===== config.mk =====
export PLATFORM = sky130hd
export DESIGN_NAME = rmii_rx
export DESIGN_NICKNAME = d
export VERILOG_FILES = /design/src/rtl/rmii_rx.sv
export SDC_FILE = /design/constraint.sdc
export NUM_CORES = 1
export LEC_CHECK = 0
export CORE_ASPECT_RATIO = 0.6
export CORE_MARGIN = 2
export CORE_UTILIZATION = 36
export DETAILED_ROUTE_END_ITERATION = 8
export PLACE_DENSITY = 0.64
export SLEW_MARGIN = 10
export SYNTH_ARGS = -nofsm -noshare
export SYNTH_HDL_FRONTEND = slang
export SYNTH_SLANG_ARGS = --single-unit

===== constraint.sdc =====
create_clock -name clk -period 1.6 [get_ports clk]
set_input_delay 0.24 -clock clk [delete_from_list [all_inputs] [get_ports clk]]
set_output_delay 0.24 -clock clk [all_outputs]
set_load 0.1 [all_outputs]

===== src/rtl/rmii_rx.sv =====
// -----------------------------------------------------------------------------
// rmii_rx
//   RMII receive path for a LAN8720-class PHY. The block double-registers the
//   RMII dibit stream and strips the preamble. After the SFD it assembles
//   bytes, LSB dibit first, and marks the end of each frame.
//
//   Optional feature macro: RMII_RX_ERR_EN
//     defined   : the rx_er port exists. An error seen on any accepted data
//                 dibit is reported as frame_err together with frame_end.
//     undefined : the rx_er port is absent and frame_err is tied low.
//
// Ports
//   clk           in   50 MHz RMII reference clock, rising edge only
//   resetn        in   synchronous active-low reset
//   rxd[1:0]      in   RMII receive dibit
//   crs_dv        in   RMII carrier-sense / data-valid (may toggle at end)
//   rx_er         in   PHY receive error (RMII_RX_ERR_EN only)
//   received_byte out  last assembled byte (0xD5 for the SFD), held
//   byte_valid    out  one-cycle pulse qualifying received_byte
//   frame_active  out  high from SFD emission until frame_end
//   frame_end     out  one-cycle pulse when a frame that reached DATA ends
//   align_err     out  with frame_end: frame ended mid-byte
//   frame_err     out  with frame_end: rx_er was seen during the frame
// -----------------------------------------------------------------------------
// state       | meaning
// ------------+-------------------------------------------------------------
// ST_IDLE     | waiting for crs_dv in stage 1
// ST_PREAMBLE | counting 01 dibits, looking for the 11 that closes the SFD
// ST_DATA     | assembling bytes until crs_dv is low in both stages
// ST_DROP     | bad preamble, ignore the rest of the carrier
// -----------------------------------------------------------------------------
module rmii_rx (
  input  logic       clk,
  input  logic       resetn,
  input  logic [1:0] rxd,
  input  logic       crs_dv,
`ifdef RMII_RX_ERR_EN
  input  logic       rx_er,
`endif
  output logic [7:0] received_byte,
  output logic       byte_valid,
  output logic       frame_active,
  output logic       frame_end,
  output logic       align_err,
  output logic       frame_err
);

  localparam logic [1:0] ST_IDLE     = 2'd0;
  localparam logic [1:0] ST_PREAMBLE = 2'd1;
  localparam logic [1:0] ST_DATA     = 2'd2;
  localparam logic [1:0] ST_DROP     = 2'd3;

  localparam logic [4:0] PRE_MAX = 5'd31;
  localparam logic [4:0] PRE_MIN = 5'd4;

  logic [1:0] state;
  logic [1:0] s1_rxd, s2_rxd;
  logic       s1_dv, s2_dv;
  logic [4:0] pre_cnt;
  logic [1:0] idx;
  logic [5:0] shift;   // lower three dibits of the byte being assembled

`ifdef RMII_RX_ERR_EN
  logic       s1_er, s2_er;
  logic       err_flag;
`endif

  // The stage-2 dibit is kept while either its own crs_dv (stage 2) or the
  // following one (stage 1) is high. This rides through the single-cycle
  // crs_dv toggle the PHY produces when carrier drops before the data does.
  logic dibit_live;
  assign dibit_live = s2_dv | s1_dv;

  always_ff @(posedge clk) begin
    if (!resetn) begin
      state         <= ST_IDLE;
      s1_rxd        <= 2'b00;
      s2_rxd        <= 2'b00;
      s1_dv         <= 1'b0;
      s2_dv         <= 1'b0;
      pre_cnt       <= 5'd0;
      idx           <= 2'd0;
      shift         <= 6'd0;
      received_byte <= 8'h00;
      byte_valid    <= 1'b0;
      frame_active  <= 1'b0;
      frame_end     <= 1'b0;
      align_err     <= 1'b0;
`ifdef RMII_RX_ERR_EN
      s1_er         <= 1'b0;
      s2_er         <= 1'b0;
      err_flag      <= 1'b0;
      frame_err     <= 1'b0;
`endif
    end else begin
      s1_rxd <= rxd;
      s1_dv  <= crs_dv;
      s2_rxd <= s1_rxd;
      s2_dv  <= s1_dv;
`ifdef RMII_RX_ERR_EN
      s1_er     <= rx_er;
      s2_er     <= s1_er;
      frame_err <= 1'b0;
`endif
      byte_valid <= 1'b0;
      frame_end  <= 1'b0;
      align_err  <= 1'b0;

      case (state)
        ST_IDLE: begin
          if (s1_dv) begin
            state   <= ST_PREAMBLE;
            pre_cnt <= 5'd0;
          end
        end

        ST_PREAMBLE: begin
          if (!dibit_live) begin
            state <= ST_IDLE;
`ifdef RMII_RX_ERR_EN
            err_flag <= 1'b0;
`endif
          end else begin
            case (s2_rxd)
              2'b01: begin
                if (pre_cnt != PRE_MAX) pre_cnt <= pre_cnt + 5'd1;
              end
              2'b10: state <= ST_DROP;
              2'b11: begin
                if (pre_cnt >= PRE_MIN) begin
                  received_byte <= 8'hD5;
                  byte_valid    <= 1'b1;
                  frame_active  <= 1'b1;
                  idx           <= 2'd0;
                  state         <= ST_DATA;
                end else begin
                  state <= ST_DROP;
                end
              end
              default: ;
            endcase
          end
        end

        ST_DATA: begin
          if (!dibit_live) begin
            // Any partially assembled byte is dropped here.
            frame_end    <= 1'b1;
            align_err    <= (idx != 2'd0);
            frame_active <= 1'b0;
            state        <= ST_IDLE;
`ifdef RMII_RX_ERR_EN
            frame_err    <= err_flag;
            err_flag     <= 1'b0;
`endif
          end else begin
            case (idx)
              2'd0: shift[1:0] <= s2_rxd;
              2'd1: shift[3:2] <= s2_rxd;
              2'd2: shift[5:4] <= s2_rxd;
              default: begin
                received_byte <= {s2_rxd, shift};
                byte_valid    <= 1'b1;
              end
            endcase
            idx <= idx + 2'd1;
`ifdef RMII_RX_ERR_EN
            if (s2_er) err_flag <= 1'b1;
`endif
          end
        end

        ST_DROP: begin
          if (!dibit_live) begin
            state <= ST_IDLE;
`ifdef RMII_RX_ERR_EN
            err_flag <= 1'b0;
`endif
          end
        end

        default: begin
          state <= ST_IDLE;
`ifdef RMII_RX_ERR_EN
          err_flag <= 1'b0;
`endif
        end
      endcase
    end
  end

`ifndef RMII_RX_ERR_EN
  assign frame_err = 1'b0;
`endif

endmodule


==> qor.yml, run 1 <==
yosys:
  synth_top_area_share_pct: 41.54
  ys.flop_type: "dfxtp_1"
  yosysTopAreaCell: "dfxtp_1"
  async_flop_share_pct: 0
  synth_area_leaders: "dfxtp_1 42%, ha_1 8.7%, mux2i_1 6.3%, nand3_1 3.1%, nor2b_1 3.1%"
  synth_area_sq_um: 1590
  seq_area_frac_synth_pct: 41.54
  syn_inst: 162
  synth_warnings: 0
  synth-edff-count: 0
  synth.distinct_cells: 41
  ys_seq_elements: 33
  synth.net_count: 178
  syn_avg_cell_area_sq_um: 9.817
  synth_common_cells: "33 x dfxtp_1, 11 x ha_1, 10 x mux2i_1, 10 x nand3_1, 10 x nor2_1"
  yosysMostFrequentCell: "dfxtp_1"
setup_path:
  worstSetupStartpointType: "flip-flop"
  critPathCaptureType: "flip-flop"
  max_stage_delay_ns: 0.34
  worstSetupPathType: "reg -> reg"
  path_max_fanout: 5
  worstPathCellList: "ha_4 > and3_4 > ha_4 > and4bb_2 > o21ai_4 > or3_1 > a21oi_2"
  crit_arrival_ns: 1.98
  required_ns: 1.83
  rrSetupSlack_ns: -0.16
  slowest_stage: "dfxtp_2"
  cp_common_cell: "ha_4"
placement:
  io_buffers: 16
  gp_congestion: 0.7225
  hpwl_um: 2463
  dp_cells: 241
  pre_cts_ws_ns: -0.1388
sta:
  finalSetupViolCount: 4
  max_freq_ghz: 0.5683
  timing.final.crit_share_pct: 110.0
  slew_viol_final: 0
  worst_slack_ns: -0.1598
  rsz0062_at_grt: "yes"
  finalCriticalPeriod_ns: 1.760
  setup_tns_ns: -0.3002
  finalHoldViolCount: 0
  skew_ns: 0.006723
global_routing:
  gr-total-overflow: 0
  grt_pass1_vias: 1324
  grt_pass1_wl_um: 6037
  grtUsageTotal_pct: 15.33
  grt_max_degree: 37
  antenna_found_initial: 0
cts:
  cts.clk_slew.worst_paths_ns: 0.07
  htree_levels: 2
  root_buffer: "clkbuf_8"
  cts_tree: "built"
  cts_buffer_depth: 2
  clkSinkCount: 33
  numCtsBuffers: 5
  insertion_delay_ns: 0.29
  cts_hold_buf: 0
routing:
  routed-via-count: 1273
  wl_met3_um: 197
  wl_met1_um: 1750
  ant_nets: 0
  drc: 0
  dr.pass1.iters: 4
  drtIter0Drc: 76
  wl_met2_um: 1694
  routedWlPerCell_um: 14.16
  wl_um: 3654
  top_layer_used: "met4"
  detail_route.vias_per_cell: 4.934
run_status:
  failed_checks: "negative setup slack"
  status: "finished, violations left"
pwr:
  power_density_nw_per_um2: 833.4
  ir_worst_vdd_mv: 0.5336
  cellLeakagePower_nw: 0.9709
run:
  max_cap_violations: 0
die:
  die_y_um: 55.48
  initial_utilization_pct: 38.17
  rows: 18
  io_pins: 18
  dieArea_sq_um: 4982
  fp.coreArea_sq_um: 4167
  die_w_um: 89.81
final_layout:
  syn2layout_area_growth_pct: 43.43
  nets: 213
  final_cells: 258
  diodes: 0
  drive_gt1_share_pct: 33.33
min_path:
  min_path_type: "reg -> reg"
sequential cells by signal (all words and copies together) (netlist names), 2 cells and up:
| name | cells |
|---|---|
| idx | 2 |
| pre_cnt | 5 |
| received_byte | 8 |
| s1_rxd | 2 |
| s2_rxd | 2 |
| shift | 6 |
| state | 2 |
worst max-delay path, delay by kind of cell, from the launching register on:
kind / cells / cell delay [ns]
AO/OA/AOI/OAI: 2 / 0.21
adder cells (fa/ha/maj): 2 / 0.30
flip-flops: 1 / 0.34
AND/OR/NAND/NOR: 3 / 0.84
routing by layer:
| layer | track usage, % | up-vias |
|---|---|---|
| met3 | 4.775 | 2 |
| met1 | 19.36 | 605 |
| li1 | - | 633 |
| met5 | 0 | - |
| met2 | 25.43 | 33 |
| met4 | 4.615 | 0 |
path summary, 6_finish.rpt:
kind	from	to	cells past startpoint
setup / recovery	pre_cnt[0]	pre_cnt[3]	7
hold / removal	s1_rxd[0]	s2_rxd[0]	1
setup reg to reg	pre_cnt[0]	pre_cnt[3]	7
hold reg to reg	s1_rxd[0]	s2_rxd[0]	1
layout by cell type, fill, tap and decap left out, types with 2 or more instances in the layout:
master           count
and2_1               6
and3_4               2
buf_12              14
buf_4               19
buf_6                2
clkbuf_8             5
clkdlybuf4s50_1      4
clkinv_2             2
dfxtp_1             28
dfxtp_2              4
ha_1                 7
ha_4                 3
inv_1                9
mux2i_1              9
nand2_1              5
nand3_1             10
nand3b_1             5
nand4_1              4
nor2_1              10
nor2b_1              8
o211a_1              5
o211ai_1             2
o21ai_0              4
o221a_2              2
power by group:
group / switching, mW / leakage (nW) / internal (mW)
sequential: 0.0259 / 0.270 / 0.847
combinational: 0.229 / 0.657 / 0.175
clock: 0.323 / 0.0439 / 0.300
layout make-up:
cell class / instances / area [sq um]
fill: 351 / 1886
multi-input combinational: 108 / 903.4
sequential: 33 / 669.4
timing repair buffer: 40 / 513.0
tap: 60 / 75.07
clock buffer: 5 / 68.82
inverter: 9 / 33.78
clock inverter: 3 / 17.52
logic make-up (layout without fill, tap and decap cells):
kind of cell	count (synthesis)	in the layout	synth area share [%]
XOR/XNOR	2	2	1.102
flip-flops	33	33	41.54
AND/OR/NAND/NOR	56	56	19.67
AO/OA/AOI/OAI	28	28	15.89
other	1	1	0.2358
buffers and inverters	21	57	6.608
multiplexers	10	10	6.295
adder cells (fa/ha/maj)	11	11	8.654
metrics by stage:
stage	cell area [sq um]	utilization [%]	total power, mW	hold WS (ns)
floorplan	1612	-	1.117	0.3673
global placement	2033	48.80	1.241	0.4187
detailed placement	2033	48.80	1.254	0.4219
CTS	2206	52.94	1.905	0.4450
global route	2281	54.74	1.986	0.4693
finish	2281	54.74	1.901	0.4418
what timing repair did:
action,4_1_cts,5_1_grt
setup buffers,3,5
gates resized for setup,8,12
setup endpoints to repair,9,16
gates cloned,1,0
hold endpoints to repair,0,0
pin swaps,2,4
Power figures use the tool's default switching activity.
==> inputs of run 2 (changes only) <==
- GPL_ROUTABILITY_DRIVEN: unset -> 0
- SKIP_CTS_REPAIR_TIMING: unset -> 1
==> run 2 against run 1 <==
Clock power is essentially flat. Combinational power barely moved. Setup slack better by 0.0085 ns. Final cell count fell by 1.9%. Die area is the same. Sequential power grew 0.5%. First-iteration DRC count shrank 32%. Global-route usage decreased by 1.2 points. Fmax rose by 0.49%. Sequential share of layout area grew 0.50 points. The run still ends with negative setup slack left. Critical endpoint unchanged. Clock skew barely moved.
==> qor.yml, run 2 (same netlist as run 1, synthesis figures left out) <==
run_status:
  status: "finished, violations left"  # unchanged
  failed_checks: "negative setup slack"  # unchanged
final_layout:
  nets: 208  # was 213
  final_area_sq_um: 2251  # was 2281 sq um
  largest_reg_flops: 8  # unchanged
  syn2layout_area_growth_pct: 41.54  # was 43.43%
  drive_gt1_share_pct: 31.61  # was 33.33%
  top_register: "received_byte"  # unchanged
  final_cell_mix: "28 x dfxtp_1, 14 x buf_12, 14 x buf_4"  # was 28 x dfxtp_1, 19 x buf_4, 14 x buf_12
  final_common_cell: "dfxtp_1"  # unchanged
  diodes: 0  # unchanged
  largest_registers: "received_byte (8), shift (6), pre_cnt (5)"  # unchanged
  fill_cells: 352  # was 351
min_path:
  hp-start: "s1_rxd[0]"  # unchanged
  whs_endpoint: "s2_rxd[0]"  # unchanged
  whs_path_depth: 1  # unchanged
  min_path_type: "reg -> reg"  # unchanged
sta:
  skew_ns: 0.006461  # was 0.006723 ns
  worst_slack_ns: -0.1512  # was -0.1598 ns
  max_freq_ghz: 0.5710  # was 0.5683 GHz
  finalHoldViolCount: 0  # unchanged
  finalSetupViolCount: 2  # was 4
  timing.final.crit_share_pct: 109.5  # was 110.0%
  rsz0062_at_grt: "yes"  # unchanged
  finalCriticalPeriod_ns: 1.751  # was 1.760 ns
  hold-worst-slack_ns: 0.4418  # about the same
  slew_viol_final: 0  # unchanged
setup_path:
  max_stage_delay_ns: 0.34  # about the same
  worstSetupPathType: "reg -> reg"  # unchanged
  slowest_stage: "dfxtp_2"  # unchanged
  path_max_fanout: 5  # unchanged
  cp_common_cell: "ha_4"  # unchanged
  crit_arrival_ns: 1.97  # was 1.98 ns
  r2r_start: "pre_cnt[0]"  # unchanged
  worstSetupStartpointType: "flip-flop"  # unchanged
  critPathCaptureType: "flip-flop"  # unchanged
  r2r-end: "pre_cnt[3]"  # unchanged
  rrSetupSlack_ns: -0.15  # was -0.16 ns
  required_ns: 1.82  # was 1.83 ns
  worstPathCellList: "ha_4 > and3_4 > ha_4 > and4bb_2 > o21ai_4 > or3_1 > a21oi_1"  # was ha_4 > and3_4 > ha_4 > and4bb_2 > o21ai_4 > or3_1 > a21oi_2
  rr_worst_depth: 7  # unchanged
run:
  max_cap_violations: 0  # unchanged
placement:
  io_buffers: 16  # unchanged
  hpwl_um: 2463  # unchanged
  place_area_sq_um: 2033  # unchanged
global_routing:
  grtUsageTotal_pct: 14.15  # was 15.33%
  grt_max_degree: 37  # unchanged
  grt_pass1_vias: 1249  # was 1324
  grt_pass1_wl_um: 5609  # was 6037 um
  gr-total-overflow: 0  # unchanged
  antenna_found_initial: 0  # unchanged
routing:
  wl_met2_um: 1589  # was 1694 um
  drtIter0Drc: 52  # was 76
  wl_met1_um: 1724  # was 1750 um
  detail_route.vias_per_cell: 4.964  # was 4.934
  wl_met3_um: 224  # was 197 um
  routed-via-count: 1256  # was 1273
  wl_um: 3537  # was 3654 um
  drc: 0  # unchanged
  dr.pass1.iters: 4  # unchanged
  top_layer_used: "met3"  # was met4
  routedWlPerCell_um: 13.98  # was 14.16 um
  ant_nets: 0  # unchanged
cts:
  cts_tree: "built"  # unchanged
  cts.clk_slew.worst_paths_ns: 0.07  # about the same
  insertion_delay_ns: 0.29  # about the same
  clkSinkCount: 33  # unchanged
  cts_buffer_depth: 2  # unchanged
  numCtsBuffers: 5  # unchanged
  root_buffer: "clkbuf_8"  # unchanged
  htree_levels: 2  # unchanged
die:
  die_y_um: 55.48  # unchanged
  rows: 18  # unchanged
  fp.coreArea_sq_um: 4167  # unchanged
  initial_utilization_pct: 38.17  # unchanged
  dieArea_sq_um: 4982  # unchanged
  die_w_um: 89.81  # unchanged
  io_pins: 18  # unchanged
pwr:
  power_density_nw_per_um2: 846.4  # was 833.4 nW/um^2
  cellLeakagePower_nw: 0.9430  # was 0.9709 nW
  ir_worst_vdd_mv: 0.5302  # was 0.5336 mV
==> run 2: cell types whose count changed in the layout (fill, tap and decap cells not counted), sizes merged <==
| cell | delta |
|---|---|
| clkbuf | +1 |
| buf | -6 |
==> run 2: worst max-delay path by stage <==
| stage | to | slack [ns] | start |
|---|---|---|---|
| 3_3_place_gp | pre_cnt[3] | -0.06 | pre_cnt[0] |
| 3_5_place_dp | pre_cnt[3] | -0.14 | pre_cnt[0] |
| 4_1_cts | pre_cnt[3] | -0.15 | pre_cnt[0] |
| 2_1_floorplan | pre_cnt[3] | -0.05 | pre_cnt[1] |
| 5_1_grt | pre_cnt[3] | -0.21 | pre_cnt[0] |
| 6_report | pre_cnt[3] | -0.15 | pre_cnt[0] |
==> run 2: critical path: cells and delay by family (launching register included) <==
family	cells	cell delay, ns
fa+ha+maj	2	0.31
flops	1	0.34
compound gates	2	0.23
simple gates	3	0.82
==> run 2: area by class of cell <==
cell class	count	area (sq um)	area share [%]
clock inverters	3	17.52	0.7782
flip-flops and latches	33	671.9	29.85
inverters	9	33.78	1.501
well taps	60	75.07	3.335
repair buffers	35	473.0	21.01
clock buffers	5	68.82	3.057
multi-input cells	108	910.9	40.47
==> run 2: metal layers <==
| metal | global-route usage (%) | vias to the layer above |
|---|---|---|
| met5 | 0 | - |
| met4 | 4.615 | 0 |
| met3 | 4.911 | 0 |
| met2 | 23.27 | 36 |
| met1 | 17.55 | 599 |
| li1 | - | 621 |
==> run 2: power by group <==
group	leakage, nW	switching (mW)	internal, mW
clock network	0.0439	0.320	0.300
registers	0.270	0.0287	0.848
logic	0.629	0.229	0.179
==> run 2: per-stage QoR <==
stage                     power (mW)  worst slack, ns  util [%]  TNS (ns)  std cells
after floorplan                1.117         -0.04558         -  -0.04558        162
after global placement         1.241         -0.06316     48.80  -0.06316        241
after detailed placement       1.254          -0.1388     48.80   -0.2893        241
after CTS                      1.879          -0.1513     50.87   -0.4631        249
after global routing           1.993          -0.2052     54.02   -0.5311        253
final                          1.905          -0.1512     54.02   -0.2305        253
==> inputs of run 3 (changes only) <==
- CORE_ASPECT_RATIO: 0.6 -> 1.75
==> run 3 against run 2 <==
The flow still finishes with violations (negative setup slack). Clock skew up 0.0020 ns. Combinational power down 2%. Worst hold slack worse by 0.011 ns. Sequential share of layout area down 0.17 points. Setup slack better by 0.0099 ns. Critical path type unchanged. Largest cell class unchanged.
==> qor.yml, run 3 (same netlist as run 1, synthesis figures left out) <==
run:
  max_cap_violations: 0  # unchanged
pwr:
  finalPower_mw: 1.890  # was 1.905 mW
  power.share.switching_pct: 29.79  # was 30.34%
  clockPowerShare_pct: 32.5  # was 32.6%
  cellLeakagePower_nw: 0.9595  # was 0.9430 nW
  p_comb_share_pct: 21.1  # was 21.4%
  ir_worst_vdd_mv: 0.7311  # was 0.5302 mV
  switchingPower_mw: 0.5630  # was 0.5780 mW
  seqPwrFrac_pct: 46.5  # was 46.0%
  cellInternalPower_mw: 1.327  # about the same
  power_density_nw_per_um2: 836.3  # was 846.4 nW/um^2
min_path:
  min_path_type: "reg -> reg"  # unchanged
global_routing:
  antenna_found_initial: 0  # unchanged
  busiest_layer: "met2"  # unchanged
  gr-total-overflow: 0  # unchanged
  grt_use_met3_pct: 4.235  # was 4.911%
  grt_max_degree: 37  # unchanged
  grtUsageTotal_pct: 14.88  # was 14.15%
  grt_pass1_wl_um: 5485  # was 5609 um
  met1_usage_pct: 16.27  # was 17.55%
  grt_pass1_vias: 1247  # was 1249
  use_met2_pct: 24.10  # was 23.27%
cts:
  cts_tree: "built"  # unchanged
  root_buffer: "clkbuf_8"  # unchanged
  insertion_delay_ns: 0.29  # about the same
  htree_levels: 2  # unchanged
  numCtsBuffers: 5  # unchanged
  clkSinkCount: 33  # unchanged
  cts_buffer_depth: 2  # unchanged
  cts.clk_slew.worst_paths_ns: 0.07  # about the same
final_layout:
  final_common_cell: "dfxtp_1"  # unchanged
  top_register: "received_byte"  # unchanged
  drive_gt1_share_pct: 32.99  # was 31.61%
  final_cells: 248  # was 253
  diodes: 0  # unchanged
  final_area_sq_um: 2260  # was 2251 sq um
  syn2layout_area_growth_pct: 42.09  # was 41.54%
  largest_registers: "received_byte (8), shift (6), pre_cnt (5)"  # unchanged
  final_cell_mix: "29 x dfxtp_1, 20 x buf_4, 14 x buf_12"  # was 28 x dfxtp_1, 14 x buf_12, 14 x buf_4
  largest_reg_flops: 8  # unchanged
  nets: 212  # was 208
setup_path:
  r2r_start: "pre_cnt[1]"  # was pre_cnt[0]
  rr_worst_depth: 7  # unchanged
  required_ns: 1.82  # about the same
  worstPathCellList: "ha_4 > and3_4 > ha_4 > and4bb_2 > o21ai_4 > or3_1 > a21oi_1"  # unchanged
  critPathLaunch: "pre_cnt[1]"  # was pre_cnt[0]
  crit_arrival_ns: 1.96  # was 1.97 ns
  max_stage_delay_ns: 0.34  # about the same
  worstSetupPathType: "reg -> reg"  # unchanged
  critPathCaptureType: "flip-flop"  # unchanged
  slowest_stage: "dfxtp_2"  # unchanged
  cp-endpoint: "pre_cnt[3]"  # unchanged
  path_max_fanout: 5  # unchanged
  worstSetupStartpointType: "flip-flop"  # unchanged
  r2r-end: "pre_cnt[3]"  # unchanged
  rrSetupSlack_ns: -0.14  # was -0.15 ns
  cp_common_cell: "ha_4"  # unchanged
sta:
  worst_slack_ns: -0.1413  # was -0.1512 ns
  skew_ns: 0.008500  # was 0.006461 ns
  finalCriticalPeriod_ns: 1.741  # was 1.751 ns
  finalSetupViolCount: 4  # was 2
  rsz0062_at_grt: "yes"  # unchanged
  slew_viol_final: 0  # unchanged
  hold-worst-slack_ns: 0.4305  # was 0.4418 ns
  timing.final.crit_share_pct: 108.8  # was 109.5%
  finalHoldViolCount: 0  # unchanged
  setup_tns_ns: -0.4134  # was -0.2305 ns
  max_freq_ghz: 0.5743  # was 0.5710 GHz
routing:
  routed-via-count: 1273  # was 1256
  detail_route.vias_per_cell: 5.133  # was 4.964
  ant_nets: 0  # unchanged
  routedWlPerCell_um: 13.29  # was 13.98 um
  drtIter0Drc: 32  # was 52
  wl_um: 3295  # was 3537 um
  dr.pass1.iters: 4  # unchanged
  drc: 0  # unchanged
die:
  dieArea_sq_um: 4986  # was 4982 sq um
  die_y_um: 91.92  # was 55.48 um
  initial_utilization_pct: 36.78  # was 38.17%
  fp.coreArea_sq_um: 4324  # was 4167 sq um
  io_pins: 18  # unchanged
  rows: 32  # was 18
  die_w_um: 54.24  # was 89.81 um
placement:
  dp_cells: 233  # was 241
  io_buffers: 16  # unchanged
  hpwl_um: 2201  # was 2463 um
  place_area_sq_um: 2029  # was 2033 sq um
run_status:
  status: "finished, violations left"  # unchanged
  failed_checks: "negative setup slack"  # unchanged
==> run 3: layout make-up <==
| type | instances | area (sq um) |
|---|---|---|
| multi-input cells | 108 | 909.6 |
| flip-flops and latches | 33 | 670.6 |
| repair buffers | 39 | 495.5 |
| clock inverters | 3 | 17.52 |
| fillers | 376 | 2064 |
| well taps | 51 | 63.81 |
| clock buffers | 5 | 68.82 |
| inverters | 9 | 33.78 |
==> run 3: how the worst min path moves through the flow <==
stage | start | endpoint | slack [ns] | depth (start not counted)
detailed placement | s1_rxd[1] | s2_rxd[1] | 0.42 | 1
global placement | s1_rxd[1] | s2_rxd[1] | 0.42 | 1
CTS | s1_rxd[1] | s2_rxd[1] | 0.44 | 1
floorplan | crs_dv | s1_dv | 0.37 | 1
finish | s1_rxd[1] | s2_rxd[1] | 0.43 | 1
global route | s1_rxd[1] | s2_rxd[1] | 0.46 | 1
==> run 3: per-layer routing <==
layer | wire length (um) | vias up
met5 | 0 | -
met4 | 69 | 0
met3 | 87 | 11
met2 | 1832 | 22
met1 | 1306 | 607
li1 | - | 633
==> run 3: metrics by stage <==
step | util, % | setup slack, ns
after global routing | 52.26 | -0.1947
after global placement | 46.93 | -0.05950
final | 52.26 | -0.1413
after detailed placement | 46.93 | -0.1251
after CTS | 48.93 | -0.1536
after floorplan | - | -0.04558
==> run 3: critical path, delay by kind of cell (launching register included) <==
kind,cells,cell delay (ns)
and+or+nand+nor,3,0.82
adders and majority gates,2,0.31
DFF,1,0.34
AOI/OAI and AO/OA,2,0.21
==> run 3: power groups by stage <==
| stage | logic [mW] | clock network [mW] | registers (mW) |
|---|---|---|---|
| finish | 0.398 | 0.613 | 0.878 |
| global route | 0.424 | 0.668 | 0.881 |
| CTS | 0.357 | 0.631 | 0.873 |
| detailed placement | 0.355 | 0 | 0.892 |
| global placement | 0.351 | 0 | 0.890 |
| floorplan | 0.160 | 0 | 0.958 |
